$ cat src/rtl/mem_lsu_if.sv
// mem_lsu_if -- bundle of the load/store unit's pipeline-side and
// data-memory-side signals.
//   Pipeline side : in_valid, mem_op, addr, wdata -> stall, out_valid,
//                   out_data, misalign, bus_err
//   Memory side   : dmem_req, dmem_we, dmem_addr, dmem_wstrb, dmem_wdata ->
//                   dmem_ready, dmem_rdata
// Modport slave is taken by the LSU; master is the surrounding pipeline and
// memory (the environment that drives the LSU inputs).
interface mem_lsu_if;
    logic        in_valid;
    logic [3:0]  mem_op;
    logic [31:0] addr;
    logic [31:0] wdata;
    logic        stall;
    logic        out_valid;
    logic [31:0] out_data;
    logic        misalign;
    logic        bus_err;
    logic        dmem_req;
    logic        dmem_we;
    logic [31:0] dmem_addr;
    logic [3:0]  dmem_wstrb;
    logic [31:0] dmem_wdata;
    logic        dmem_ready;
    logic [31:0] dmem_rdata;

    modport slave (
        input  in_valid, mem_op, addr, wdata, dmem_ready, dmem_rdata,
        output stall, out_valid, out_data, misalign, bus_err,
               dmem_req, dmem_we, dmem_addr, dmem_wstrb, dmem_wdata
    );

    modport master (
        output in_valid, mem_op, addr, wdata, dmem_ready, dmem_rdata,
        input  stall, out_valid, out_data, misalign, bus_err,
               dmem_req, dmem_we, dmem_addr, dmem_wstrb, dmem_wdata
    );
endinterface

$ cat src/rtl/mem_lsu.sv
// mem_lsu -- memory-stage load/store unit.
// Accepts one access from execute, checks alignment, issues a single
// word-aligned request on the data-memory port, waits (bounded by TIMEOUT_CYC
// request cycles) for dmem_ready, then pulses out_valid for one cycle with the
// extended load data or a misalign / bus_err fault.
// Ports:
//   clk  - clock, rising edge
//   rst  - synchronous active-high reset
//   bus  - mem_lsu_if.slave (pipeline request/response and data-memory port)
module mem_lsu #(
    parameter int unsigned TIMEOUT_CYC = 255
) (
    input  logic      clk,
    input  logic      rst,
    mem_lsu_if.slave  bus
);
    localparam logic [3:0] OP_LB  = 4'd1;
    localparam logic [3:0] OP_LBU = 4'd2;
    localparam logic [3:0] OP_LH  = 4'd3;
    localparam logic [3:0] OP_LHU = 4'd4;
    localparam logic [3:0] OP_LW  = 4'd5;
    localparam logic [3:0] OP_SB  = 4'd6;
    localparam logic [3:0] OP_SH  = 4'd7;
    localparam logic [3:0] OP_SW  = 4'd8;

    localparam logic [7:0] CNT_LAST = 8'(TIMEOUT_CYC - 1);

    typedef enum logic [1:0] {IDLE, REQ, DONE} state_t;

    state_t      state;
    logic [3:0]  op_q;
    logic [31:0] addr_q;
    logic [31:0] wdata_q;
    logic [31:0] result_q;
    logic        mis_q;
    logic        err_q;
    logic [7:0]  cnt_q;
    logic        rst_d;     // high in the first cycle after reset
    logic        accept;
    logic        live;
    logic        store_q;

    function automatic logic is_valid_op(input logic [3:0] op);
        return (op >= OP_LB) && (op <= OP_SW);
    endfunction

    function automatic logic is_misaligned(input logic [3:0] op, input logic [1:0] a);
        case (op)
            OP_LH, OP_LHU, OP_SH: return a[0];
            OP_LW, OP_SW:         return a != 2'b00;
            default:              return 1'b0;
        endcase
    endfunction

    function automatic logic [31:0] load_extend(input logic [3:0] op, input logic [1:0] a,
                                                input logic [31:0] rdata);
        logic [7:0]  b;
        logic [15:0] h;
        b = rdata[{a, 3'b000} +: 8];
        h = a[1] ? rdata[31:16] : rdata[15:0];
        case (op)
            OP_LB:   return {{24{b[7]}}, b};
            OP_LBU:  return {24'd0, b};
            OP_LH:   return {{16{h[15]}}, h};
            OP_LHU:  return {16'd0, h};
            OP_LW:   return rdata;
            default: return 32'd0;     // stores complete with zero data
        endcase
    endfunction

    function automatic logic [3:0] store_strobe(input logic [3:0] op, input logic [1:0] a);
        case (op)
            OP_SB:   return 4'b0001 << a;
            OP_SH:   return a[1] ? 4'b1100 : 4'b0011;
            OP_SW:   return 4'b1111;
            default: return 4'b0000;
        endcase
    endfunction

    function automatic logic [31:0] store_data(input logic [3:0] op, input logic [31:0] d);
        case (op)
            OP_SB:   return {4{d[7:0]}};
            OP_SH:   return {2{d[15:0]}};
            default: return d;
        endcase
    endfunction

    // Acceptance is blocked during reset and the cycle after it so every
    // output is quiet through that window, even with a valid op presented.
    assign live    = !rst;
    assign accept  = live && !rst_d && (state != REQ) && bus.in_valid && is_valid_op(bus.mem_op);
    assign store_q = (op_q >= OP_SB) && (op_q <= OP_SW);

    // stall is combinational: the accepting cycle holds upstream, as does
    // every REQ cycle. A DONE cycle with no new access releases it.
    assign bus.stall      = accept || (live && state == REQ);
    assign bus.out_valid  = live && (state == DONE);
    assign bus.out_data   = bus.out_valid ? result_q : 32'd0;
    assign bus.misalign   = bus.out_valid && mis_q;
    assign bus.bus_err    = bus.out_valid && err_q;
    assign bus.dmem_req   = live && (state == REQ);
    assign bus.dmem_we    = bus.dmem_req && store_q;
    assign bus.dmem_addr  = bus.dmem_req ? {addr_q[31:2], 2'b00} : 32'd0;
    assign bus.dmem_wstrb = bus.dmem_req ? store_strobe(op_q, addr_q[1:0]) : 4'd0;
    assign bus.dmem_wdata = bus.dmem_we ? store_data(op_q, wdata_q) : 32'd0;

    always_ff @(posedge clk) begin
        if (rst) begin
            state    <= IDLE;
            op_q     <= 4'd0;
            addr_q   <= 32'd0;
            wdata_q  <= 32'd0;
            result_q <= 32'd0;
            mis_q    <= 1'b0;
            err_q    <= 1'b0;
            cnt_q    <= 8'd0;
            rst_d    <= 1'b1;
        end else begin
            rst_d <= 1'b0;
            case (state)
                IDLE, DONE: begin
                    if (accept) begin
                        op_q     <= bus.mem_op;
                        addr_q   <= bus.addr;
                        wdata_q  <= bus.wdata;
                        cnt_q    <= 8'd0;
                        result_q <= 32'd0;
                        err_q    <= 1'b0;
                        if (is_misaligned(bus.mem_op, bus.addr[1:0])) begin
                            mis_q <= 1'b1;
                            state <= DONE;
                        end else begin
                            mis_q <= 1'b0;
                            state <= REQ;
                        end
                    end else begin
                        state <= IDLE;
                    end
                end
                REQ: begin
                    if (bus.dmem_ready) begin
                        result_q <= load_extend(op_q, addr_q[1:0], bus.dmem_rdata);
                        state    <= DONE;
                    end else if (cnt_q == CNT_LAST) begin
                        // TIMEOUT_CYC request cycles spent with no ready
                        err_q <= 1'b1;
                        state <= DONE;
                    end else begin
                        cnt_q <= cnt_q + 8'd1;
                    end
                end
                default: state <= IDLE;
            endcase
        end
    end
endmodule

$ cat src/flat_wrapper.sv
// flat-port wrapper written by rule: the top's interface ports become plain ports
module mem_lsu_flat 
#(
    parameter int unsigned TIMEOUT_CYC = 255
)
  (clk, rst, bus_in_valid, bus_mem_op, bus_addr, bus_wdata, bus_dmem_ready, bus_dmem_rdata, bus_stall, bus_out_valid, bus_out_data, bus_misalign, bus_bus_err, bus_dmem_req, bus_dmem_we, bus_dmem_addr, bus_dmem_wstrb, bus_dmem_wdata);
  mem_lsu_if bus_i ();
  input  logic clk;
  input  logic rst;
  input wire logic [$bits(bus_i.in_valid)-1:0] bus_in_valid;
  input wire logic [$bits(bus_i.mem_op)-1:0] bus_mem_op;
  input wire logic [$bits(bus_i.addr)-1:0] bus_addr;
  input wire logic [$bits(bus_i.wdata)-1:0] bus_wdata;
  input wire logic [$bits(bus_i.dmem_ready)-1:0] bus_dmem_ready;
  input wire logic [$bits(bus_i.dmem_rdata)-1:0] bus_dmem_rdata;
  output wire logic [$bits(bus_i.stall)-1:0] bus_stall;
  output wire logic [$bits(bus_i.out_valid)-1:0] bus_out_valid;
  output wire logic [$bits(bus_i.out_data)-1:0] bus_out_data;
  output wire logic [$bits(bus_i.misalign)-1:0] bus_misalign;
  output wire logic [$bits(bus_i.bus_err)-1:0] bus_bus_err;
  output wire logic [$bits(bus_i.dmem_req)-1:0] bus_dmem_req;
  output wire logic [$bits(bus_i.dmem_we)-1:0] bus_dmem_we;
  output wire logic [$bits(bus_i.dmem_addr)-1:0] bus_dmem_addr;
  output wire logic [$bits(bus_i.dmem_wstrb)-1:0] bus_dmem_wstrb;
  output wire logic [$bits(bus_i.dmem_wdata)-1:0] bus_dmem_wdata;
  assign bus_i.in_valid = bus_in_valid;
  assign bus_i.mem_op = bus_mem_op;
  assign bus_i.addr = bus_addr;
  assign bus_i.wdata = bus_wdata;
  assign bus_i.dmem_ready = bus_dmem_ready;
  assign bus_i.dmem_rdata = bus_dmem_rdata;
  assign bus_stall = bus_i.stall;
  assign bus_out_valid = bus_i.out_valid;
  assign bus_out_data = bus_i.out_data;
  assign bus_misalign = bus_i.misalign;
  assign bus_bus_err = bus_i.bus_err;
  assign bus_dmem_req = bus_i.dmem_req;
  assign bus_dmem_we = bus_i.dmem_we;
  assign bus_dmem_addr = bus_i.dmem_addr;
  assign bus_dmem_wstrb = bus_i.dmem_wstrb;
  assign bus_dmem_wdata = bus_i.dmem_wdata;
  mem_lsu #(.TIMEOUT_CYC(TIMEOUT_CYC)) u_core (.clk(clk), .rst(rst), .bus(bus_i));
endmodule
$ cat config.mk
export PLATFORM = sky130hd
export DESIGN_NAME = mem_lsu_flat
export DESIGN_NICKNAME = d
export VERILOG_FILES = /design/src/rtl/mem_lsu_if.sv /design/src/rtl/mem_lsu.sv /design/src/flat_wrapper.sv
export SDC_FILE = /design/constraint.sdc
export NUM_CORES = 1
export LEC_CHECK = 0
export BUFFER_PORTS_ARGS = -buffer_cell sky130_fd_sc_hd__buf_2
export CORE_UTILIZATION = 45
export DETAILED_ROUTE_END_ITERATION = 8
export GPL_TIMING_DRIVEN = 0
export PLACE_DENSITY = 0.73
export SLEW_MARGIN = 20
export SYNTH_ARGS = -nofsm -noshare
export SYNTH_HDL_FRONTEND = slang
export SYNTH_SLANG_ARGS = --single-unit
$ cat constraint.sdc
create_clock -name clk -period 5.6 [get_ports clk]
set_input_delay 0 -clock clk [delete_from_list [all_inputs] [get_ports clk]]
set_output_delay 0 -clock clk [all_outputs]
set_load 0.02 [all_outputs]
==> results.yml <==
run_status:
  status: "finished clean"
routing:
  first_iter_violations: 700
  drt-wirelength-per-cell_um: 15.8
  vias_per_cell: 5.29
  num_vias: 6810
  drcViolationCount: 0
  ant_nets: 0
  wirelength_um: 20300
  drtPass1Iterations: 6
finish:
  drive_above_1_share: 0.270
  area_delta_synth_final_pct: 50.6
  layout.nets: 1206
  final_cell_mix: "buf_2 (238), nand2_1 (212), dfxtp_1 (113)"
  n_fill_cell: 1047
  final_common_cell: "buf_2"
logic_synthesis:
  ys.flop_type: "dfxtp_1"
  synth_cell_types: 65
  netlist.area_leader.share: 0.385
  seq_area_frac_synth: 0.385
  syn_area_per_cell_um2: 7.68
  syn_inst: 764
  syn-cell-area_mm2: 0.00587
  ys_ff_latch: 113
  synth_enable_flop_cells: 0
  synth.largest_area_cell: "dfxtp_1"
  async_reset_ff_frac: 0
  ys_warn_count: 0
  synthTopCellsByArea: "dfxtp_1 (39%), nand2_1 (14%), a21oi_1 (9.4%)"
floorplan:
  initial_utilization: 0.463
  dieArea_mm2: 0.0135
  dieWidth_um: 116
  core-area_mm2: 0.0127
  pin_count: 210
  die_h_um: 116
  std_cell_rows: 41
sta:
  tightest_slew_ns: 1.08
  fin_crit_sh: 0.466
  fmax_mhz: 383
  hold_viol: 0
  slew_viol_final: 0
  rsz0062_at_grt: "false"
  layout_setup_ws_ns: 2.99
  skew_ns: 0.00768
  slew_headroom: 0.278
  setup_viol: 0
  tns_ns: 0
  period_minus_slack_ns: 2.61
grt:
  antenna_found_initial: 3
  grt_max_degree: 17
  grt_first_pass_wirelength_um: 31600
  gr-total-overflow: 0
  grt_pass1_vias: 6504
  grt.total_usage: 0.306
pwr:
  swShare: 0.221
  pwr-share-seq: 0.382
  power.switching_uw: 478
  powerDensity_mw_per_mm2: 245
  p_leak_uw: 0.00362
  combPwrFrac: 0.096
  clkPwrFrac: 0.522
  p_int_uw: 1690
  vdd_drop_max_v: 0.000348
clocking:
  root_buffer: "clkbuf_16"
  h-tree-depth: 4
  postCtsHoldBufs: 109
  cts_sinks: 113
  cts_tree: "built"
  post_cts_buffers: 0
  clockBufferDepth: 2
  clk_latency_ns: 0.41
  numCtsBuffers: 17
  path_clk_slew_ns: 0.05
  cts_resized: 0
critical_path:
  crit_arrival_ns: 2.91
  required_ns: 5.90
  critical_path_class: "register to register"
  cp-end-kind: "register"
  critPathLaunchType: "register"
  path_max_fanout: 10
worst_hold_path:
  hp-class: "input port to register"
place:
  dp_hpwl_um: 13100
  place_ws_ns: 3.51
  place.port_buffers: 207
  place.gp.congestion: 0.916
flow_run:
  maxCapViolCount: 0
cells by family (layout without fill, tap and decap cells):
logic type | Yosys count | count (layout) | share of synthesized area
AND/OR/NAND/NOR | 358 | 358 | 0.289
adder cells (fa/ha/maj) | 3 | 3 | 0.00597
AO/OA/AOI/OAI | 199 | 199 | 0.215
other | 1 | 4 | 0.000639
flip-flops | 113 | 113 | 0.385
buffers and inverters | 70 | 418 | 0.0571
multiplexers | 19 | 19 | 0.0454
XOR/XNOR | 1 | 1 | 0.00149
critical path, stage by stage (launching register included):
cell and delay [ns]:
dfxtp_1 0.32, clkbuf_1 0.31, nand2b_1 0.32, o32ai_2 0.20, buf_2 0.23, a221oi_1 0.40, dlygate4sd3_1 0.63, o2bb2ai_1 0.07
cell type report:
type | instances | area (um2) | share of cell area
Multi-Input combinational cell | 582 | 3280 | 0.371
Sequential cell | 113 | 2260 | 0.256
Timing Repair Buffer | 316 | 2130 | 0.241
Clock buffer | 20 | 457 | 0.0517
Buffer | 62 | 305 | 0.0345
Tap cell | 172 | 215 | 0.0243
Clock inverter | 12 | 163 | 0.0184
Inverter | 8 | 30.0 | 0.00340
Antenna cell | 2 | 5.00 | 0.000566
power groups by stage:
stage                     clock, uW  sequential, uW  combinational [uW]
after floorplan                   0             840                76.2
after global placement            0             842                 144
after CTS                      1140             826                 201
after detailed placement          0             842                 144
after global routing           1180             827                 224
final                          1130             826                 208
path summary, 6_finish.rpt:
kind                                      end  slack, ns  cells past startpoint                             start
max reg2reg   u_core.result_q[8]$_SDFFE_PP0P_       2.99                      7       u_core.op_q[3]$_SDFFE_PP0P_
max           u_core.result_q[8]$_SDFFE_PP0P_       2.99                      7       u_core.op_q[3]$_SDFFE_PP0P_
min           u_core.result_q[5]$_SDFFE_PP0P_       0.04                      3                 bus_dmem_rdata[5]
min reg2reg  u_core.result_q[24]$_SDFFE_PP0P_       0.45                      2  u_core.result_q[24]$_SDFFE_PP0P_
registers in the layout, summed over array words and instances (netlist names):
| register | cells |
|---|---|
| u_core.result_q | 32 |
| u_core.err_q | 1 |
| u_core.wdata_q | 32 |
| u_core.state | 2 |
| u_core.mis_q | 1 |
| u_core.cnt_q | 8 |
| u_core.rst_d | 1 |
| u_core.op_q | 4 |
| u_core.addr_q | 32 |
cells in the mapped netlist (all sizes together), types with 2 or more instances:
cell type  instances
nor3               7
nor3b              2
nor2              26
nand4b             2
nand3             12
o41ai              2
buf               41
o2bb2ai           13
a211oi             9
or2                3
a21oi            110
a221oi             8
o21ai             12
or3                3
inv                8
clkbuf            21
a221o              2
a21o              17
o31ai              5
and3               2
nor2b              2
mux4               6
ha                 2
a32oi              2
o22ai              3
nand3b             2
dfxtp            113
and2              75
mux2i             12
nand2            212
nand2b             5
a22oi              2
a222oi             6
routing by layer:
layer  GRT usage  vias up  share of wire
met2       0.519      346           0.48
met3      0.0794       57          0.077
met1       0.362     3113           0.41
met5           0        -        0.00064
met4       0.141        2          0.030
li1            -     3292              -
through the flow:
stage                     cell area [um2]  hold WS [ns]  utilization  power, uW  cells
after floorplan                      5870        0.0277            -        916    765
after global placement               7130         0.133        0.562        986   1144
after detailed placement             7130         0.138        0.562        986   1144
after CTS                            8840        0.0219        0.697       2170   1285
after global routing                 8840        0.0334        0.698       2230   1287
final                                8840        0.0412        0.698       2160   1287
Note: power is estimated with default switching activity, not from simulation.
